## src/rtl/seq_div_pkg.sv

```systemverilog
// Shared definitions for the sequential restoring divider: FSM encoding,
// default operand width and iteration-counter width.
package seq_div_pkg;

  localparam int unsigned DefaultWidth = 16;

  typedef enum logic [2:0] {
    StIdle = 3'd0,
    StLdA  = 3'd1,
    StLdB  = 3'd2,
    StCalc = 3'd3,
    StDone = 3'd4
  } div_state_e;

  // Counter must hold the value WIDTH itself.
  function automatic int unsigned cnt_width(input int unsigned width);
    return $clog2(width + 1);
  endfunction

endpackage

```

## src/rtl/seq_div_control.sv

```systemverilog
// Control FSM of the sequential divider: operand load sequencing, iteration
// stepping and the single-cycle done pulse.
module seq_div_control
  import seq_div_pkg::*;
(
  input  logic clk_i,
  input  logic rst_i,
  input  logic start_i,
  input  logic eqz_i,
  input  logic cnt1_i,
  output logic ld_a_o,
  output logic ld_b_o,
  output logic clr_r_o,
  output logic shift_o,
  output logic ld_out_o,
  output logic set_dz_o,
  output logic busy_o,
  output logic done_o
);

  div_state_e state_q, state_d;

  always_ff @(posedge clk_i) begin
    if (rst_i) begin
      state_q <= StIdle;
    end else begin
      state_q <= state_d;
    end
  end

  always_comb begin
    state_d = state_q;
    unique case (state_q)
      StIdle:  if (start_i) state_d = StLdA;
      StLdA:   state_d = StLdB;
      StLdB:   state_d = eqz_i ? StDone : StCalc;
      StCalc:  if (cnt1_i) state_d = StDone;
      StDone:  state_d = StIdle;
      default: state_d = StIdle;
    endcase
  end

  always_comb begin
    ld_a_o   = 1'b0;
    ld_b_o   = 1'b0;
    clr_r_o  = 1'b0;
    shift_o  = 1'b0;
    ld_out_o = 1'b0;
    set_dz_o = 1'b0;
    busy_o   = 1'b0;
    done_o   = 1'b0;
    unique case (state_q)
      StLdA: begin
        ld_a_o = 1'b1;
        busy_o = 1'b1;
      end
      StLdB: begin
        ld_b_o   = 1'b1;
        clr_r_o  = 1'b1;
        busy_o   = 1'b1;
        ld_out_o = eqz_i;
        set_dz_o = eqz_i;
      end
      StCalc: begin
        shift_o  = 1'b1;
        busy_o   = 1'b1;
        ld_out_o = cnt1_i;
      end
      StDone:  done_o = 1'b1;
      default: ;
    endcase
  end

endmodule

```

## src/rtl/seq_div_top.sv

```systemverilog
// Sequential unsigned restoring divider, one quotient bit per cycle.
// Define DIV_REMAINDER_EN to expose the registered remainder output.
module seq_div_top
  import seq_div_pkg::*;
#(
  parameter int unsigned WIDTH = DefaultWidth
) (
  input  logic             clk_i,
  input  logic             rst_i,
  input  logic             start_i,
  input  logic [WIDTH-1:0] data_i,
  output logic [WIDTH-1:0] quotient_o,
`ifdef DIV_REMAINDER_EN
  output logic [WIDTH-1:0] remainder_o,
`endif
  output logic             dz_o,
  output logic             busy_o,
  output logic             done_o
);

  localparam int unsigned CntW = cnt_width(WIDTH);

  logic ld_a, ld_b, clr_r, shift, ld_out, set_dz, eqz, cnt1;

  logic [WIDTH-1:0] a_q, a_d, b_q, b_d, r_q, r_d, q_q, q_d;
  logic [CntW-1:0]  count_q, count_d;
  logic [WIDTH-1:0] quot_q, quot_d;
  logic             dz_q, dz_d;
`ifdef DIV_REMAINDER_EN
  logic [WIDTH-1:0] rem_q, rem_d;
`endif

  logic [WIDTH:0]   trial;
  logic             ge;
  logic [WIDTH-1:0] r_next, q_next;

  seq_div_control u_ctrl (
    .clk_i    (clk_i),
    .rst_i    (rst_i),
    .start_i  (start_i),
    .eqz_i    (eqz),
    .cnt1_i   (cnt1),
    .ld_a_o   (ld_a),
    .ld_b_o   (ld_b),
    .clr_r_o  (clr_r),
    .shift_o  (shift),
    .ld_out_o (ld_out),
    .set_dz_o (set_dz),
    .busy_o   (busy_o),
    .done_o   (done_o)
  );

  // The divisor is still on the bus while being loaded, so test it there.
  assign eqz = (data_i == '0);
  assign cnt1 = (count_q == CntW'(1));

  assign trial  = {r_q, q_q[WIDTH-1]};
  assign ge     = (trial >= {1'b0, b_q});
  // Remainder stays below B, so the WIDTH+1-bit difference always fits in WIDTH bits.
  assign r_next = WIDTH'(ge ? (trial - {1'b0, b_q}) : trial);
  assign q_next = {q_q[WIDTH-2:0], ge};

  always_comb begin
    a_d     = a_q;
    b_d     = b_q;
    r_d     = r_q;
    q_d     = q_q;
    count_d = count_q;
    quot_d  = quot_q;
    dz_d    = dz_q;
`ifdef DIV_REMAINDER_EN
    rem_d   = rem_q;
`endif
    if (ld_a) a_d = data_i;
    if (ld_b) begin
      b_d     = data_i;
      q_d     = a_q;
      count_d = CntW'(WIDTH);
    end
    if (clr_r) r_d = '0;
    if (shift) begin
      r_d     = r_next;
      q_d     = q_next;
      count_d = count_q - CntW'(1);
    end
    if (ld_out) begin
      if (set_dz) begin
        quot_d = '1;
        dz_d   = 1'b1;
`ifdef DIV_REMAINDER_EN
        rem_d  = a_q;
`endif
      end else begin
        quot_d = q_next;
        dz_d   = 1'b0;
`ifdef DIV_REMAINDER_EN
        rem_d  = r_next;
`endif
      end
    end
  end

  always_ff @(posedge clk_i) begin
    if (rst_i) begin
      a_q     <= '0;
      b_q     <= '0;
      r_q     <= '0;
      q_q     <= '0;
      count_q <= '0;
      quot_q  <= '0;
      dz_q    <= 1'b0;
`ifdef DIV_REMAINDER_EN
      rem_q   <= '0;
`endif
    end else begin
      a_q     <= a_d;
      b_q     <= b_d;
      r_q     <= r_d;
      q_q     <= q_d;
      count_q <= count_d;
      quot_q  <= quot_d;
      dz_q    <= dz_d;
`ifdef DIV_REMAINDER_EN
      rem_q   <= rem_d;
`endif
    end
  end

  assign quotient_o  = quot_q;
  assign dz_o        = dz_q;
`ifdef DIV_REMAINDER_EN
  assign remainder_o = rem_q;
`endif

endmodule

```

## config.mk

```make
export PLATFORM = sky130hd
export DESIGN_NAME = seq_div_top
export DESIGN_NICKNAME = d
export VERILOG_FILES = /design/src/rtl/seq_div_pkg.sv /design/src/rtl/seq_div_control.sv /design/src/rtl/seq_div_top.sv
export SDC_FILE = /design/constraint.sdc
export NUM_CORES = 1
export LEC_CHECK = 0
export BUFFER_PORTS_ARGS = -buffer_cell sky130_fd_sc_hd__clkbuf_2
export CAP_MARGIN = 25
export CORE_ASPECT_RATIO = 1.25
export CORE_MARGIN = 8
export CORE_UTILIZATION = 54
export CTS_CLUSTER_DIAMETER = 50
export DETAILED_ROUTE_END_ITERATION = 12
export PLACE_DENSITY = 0.74
export SYNTH_ARGS = -nofsm -noshare
export SYNTH_HDL_FRONTEND = slang
export SYNTH_SLANG_ARGS = --single-unit
```

## constraint.sdc

```tcl
create_clock -name clk_i -period 2.1 [get_ports clk_i]
set_input_delay 0.105 -clock clk_i [delete_from_list [all_inputs] [get_ports clk_i]]
set_output_delay 0.105 -clock clk_i [all_outputs]
set_load 0.02 [all_outputs]
```

==> summary.txt <==
Outcome
  • Outcome: complete, but fails checks
  • Failing checks: negative setup slack

Power
  • P per Cell Area: 861.4 nW/um^2
  • Peak VDD IR: 0.0007027 V
  • Psw: 1.611 mW
  • Clock Power Share: 0.258
  • Internal Power: 3.399 mW
  • Sequential power share: 0.370
  • Sw frac: 0.3215
  • Gate power share: 0.372
  • Lkg Pwr: 2.312 nW

Clocking
  • Root Buffer: clkbuf_8
  • # clock sinks: 89
  • Num CTS Buffers: 9
  • H-tree levels: 3
  • Clk_lat worst skew: 0.37 ns
  • CTS tree: done
  • Clock transition at path regs: 0.09 ns
  • CTS Buffer Depth: 2

Synthesis
  • Largest family of logic cells by synthesized area: simple AND/OR/NAND/NOR gates
  • Post-synthesis mux area share: 0.04113
  • Post-synth ARST share: 0
  • Syn avg cell area: 7.950 um^2
  • Synthesized area: 4380 um^2
  • Post-synth top flop: dfxtp_1
  • Syn Inst Count: 551
  • Synth Area in Compound Gates: 0.1868
  • Simple-gate share of the synthesized area: 0.2431
  • Seq cells post-synth: about 90
  • Syn Nets: 589
  • Post-synth EDFFs: 0
  • Count of cell types in the netlist: 52
  • Yosys warnings: 0
  • Seq/Total Area, Yosys: 0.4067
  • Post-Synth XOR/XNOR Area: 0.01799
  • Adder-Cell Fraction of Synth Area: 0.05598

Timing
  • Slew headroom: 0.5607
  • Worst setup margin: -0.07951 ns
  • Achievable frequency: 458.8 MHz
  • Final setup viols: 6
  • Crit path time final: 2.180 ns
  • RSZ-0062 raised after global routing: yes
  • Endpoints failing hold: 0
  • Final Max Slew Viols: 0
  • Final Skew: 0.01148 ns
  • Final period util: 1.038
  • Slew @ Worst Pin: roughly 0.66 ns

Global route
  • GRT Total Usage: 0.2245
  • Vias in the first global route: 4,394
  • First-pass GRT wire length: just over 20 mm
  • Largest net degree at the start of global routing: 40
  • Initial antenna violation count: 0
  • Total gr overflow: 0

Die
  • Placeable Area: just under 8000 um^2
  • Die ar.: 11,270 um^2
  • Die W: 96.56 um
  • Die H: 116.7 um
  • Initial Utilization: 0.5589
  • Row count: 36
  • I/O pin total: 38

Layout
  • Nets@finish: 692
  • Core Util, Final: 0.7420
  • ANT cells: 0
  • Ratio of cells with drive above 1 in the final layout: 0.2933
  • Design area: 5816 um^2
  • Area Overhead vs Synth: 32.76%

Setup path
  • Crit path DAT: 2.50 ns
  • Critical path class: flip-flop to flip-flop
  • Crit path max-delay family: compound AO/OA/AOI/OAI gates
  • Delay of the slowest cell on the worst path: 0.34 ns
  • Largest fanout on the critical path: 5
  • Startpoint Class: flip-flop
  • Worst path required time: between 2 and 2.5 ns
  • Slowest stage cell, crit path: dfxtp_2
  • Crit-path cells: inv_2 > ha_4 > nand4_1 > nor4_2 > a211oi_2 > o21ai_2 > buf_4 > a21o_1 > buf_12 > mux2i_2 > a22o_1
  • Setup crit end kind: flip-flop
  • Crit path buffers/inverters: 3

Detailed routing
  • Detailed-route vias per instance: 5.888
  • ANT nets after route: 0
  • Routed vias: ~4,400
  • First-pass DRT Iterations: 7
  • WL/cell: 16.52 um
  • Initial DRC count: approximately 320
  • DRC violations left: 0
  • Final wirelength: 12.44 mm

Place
  • Port buffer count: 37
  • Placed cell area: just over 5000 um^2
  • Dpl hpwl: 8.746 mm
  • Gp weighted congestion: 0.9197

Flow run
  • Max-cap violations: 0

Hold path
  • Hold WC Path Type: input pin to flip-flop
Yosys cell counts, types with 8 or more instances:
library cell    n  share of area
a211oi_1       20          0.034
a21oi_1        50          0.057
a31oi_1        18          0.026
a32oi_1         8          0.016
clkbuf_1       26          0.022
dfxtp_1        89           0.41
ha_1           18          0.051
inv_1          20          0.017
mux2i_1        18          0.041
nand2_1       119           0.10
nand3_1        27          0.031
nor2_1         32          0.027
nor4_1          8          0.011
o21ai_0        10          0.011
sequential cells by signal, summed over array words and instances, names as in the netlist:
register,flops
quotient_o,16
u_ctrl.state_q,3
q_q,16
b_q,16
r_q,16
dz_o,1
count_q,5
a_q,16
timing repair:
action                                 CTS  global route
setup buffers                            7             5
hold buffers                            12             0
setup endpoints to repair               11            18
gates cloned                             0             0
endpoints found under the hold margin   20             0
gates resized for setup                 33            43
pin swaps                               15            21
final cells by class:
class / instances / area, um^2
Inverter: 20 / 75.07
Timing Repair Buffer: 126 / 925.9
Clock inverter: 3 / 65.06
Clock buffer: 12 / 145.1
Fill cell: 595 / 2022
Tap cell: 95 / 118.9
Multi-Input combinational cell: 408 / 2689
Sequential cell: 89 / 1797
cell usage in the layout (no fill, tap or decap), types with 17 or more instances in the layout:
cell      instances
a31oi_1          18
buf_4            69
nand2_1         117
dfxtp_1          77
mux2i_1          17
clkbuf_2         37
a21oi_1          49
a211oi_1         18
nor2_1           32
worst min-delay path: stages:
cell and delay, ns:
clkbuf_2 0.11, nand2_1 0.07, a21oi_1 0.05
worst paths after layout:
path | from | to | slack (ns) | cells past startpoint
hold / removal | data_i[2] | b_q[2]$_SDFFE_PP0N_ | 0.003 | 3
setup reg to reg | b_q[12]$_SDFFE_PP0N_ | r_q[1]$_SDFFE_PP0P_ | -0.08 | 11
hold reg to reg | b_q[2]$_SDFFE_PP0N_ | b_q[2]$_SDFFE_PP0N_ | 0.46 | 2
setup / recovery | b_q[12]$_SDFFE_PP0N_ | r_q[1]$_SDFFE_PP0P_ | -0.08 | 11
per-layer routing:
metal,global-route usage,vias up,part of all wire
met5,0,-,0
met4,0.1164,0,0.035
met3,0.03344,31,0.034
met2,0.3987,120,0.52
met1,0.2492,2133,0.41
li1,-,2150,-
metrics by stage:
stage	instances	setup slack, ns	hold WS (ns)	TNS, ns	power [mW]
detailed placement	714	-0.1756	0.3720	-0.8572	3.287
global route	753	-0.1609	0.004625	-1.568	5.250
global placement	713	-0.1375	0.3588	-0.4659	3.244
CTS	748	-0.06766	0.002392	-0.1915	4.761
floorplan	551	0.009720	0.2410	0	2.717
finish	753	-0.07951	0.003291	-0.2401	5.010
cell families after synthesis:
logic type | after synthesis
adders and majority gates | 19
xor gates and xnor gates | 9
buffers and inverters | 54
AOI/OAI and AO/OA | 128
and+or+nand+nor | 234
muxes | 18
DFF | 89
power groups by stage:
stage               logic, mW  clock network, mW  registers [mW]
finish                   1.87               1.29            1.85
global route             2.01               1.38            1.86
CTS                      1.61               1.30            1.85
detailed placement       1.40                  0            1.88
global placement         1.37                  0            1.88
floorplan               0.852                  0            1.86
No activity file was read; power rests on OpenSTA's default activity.
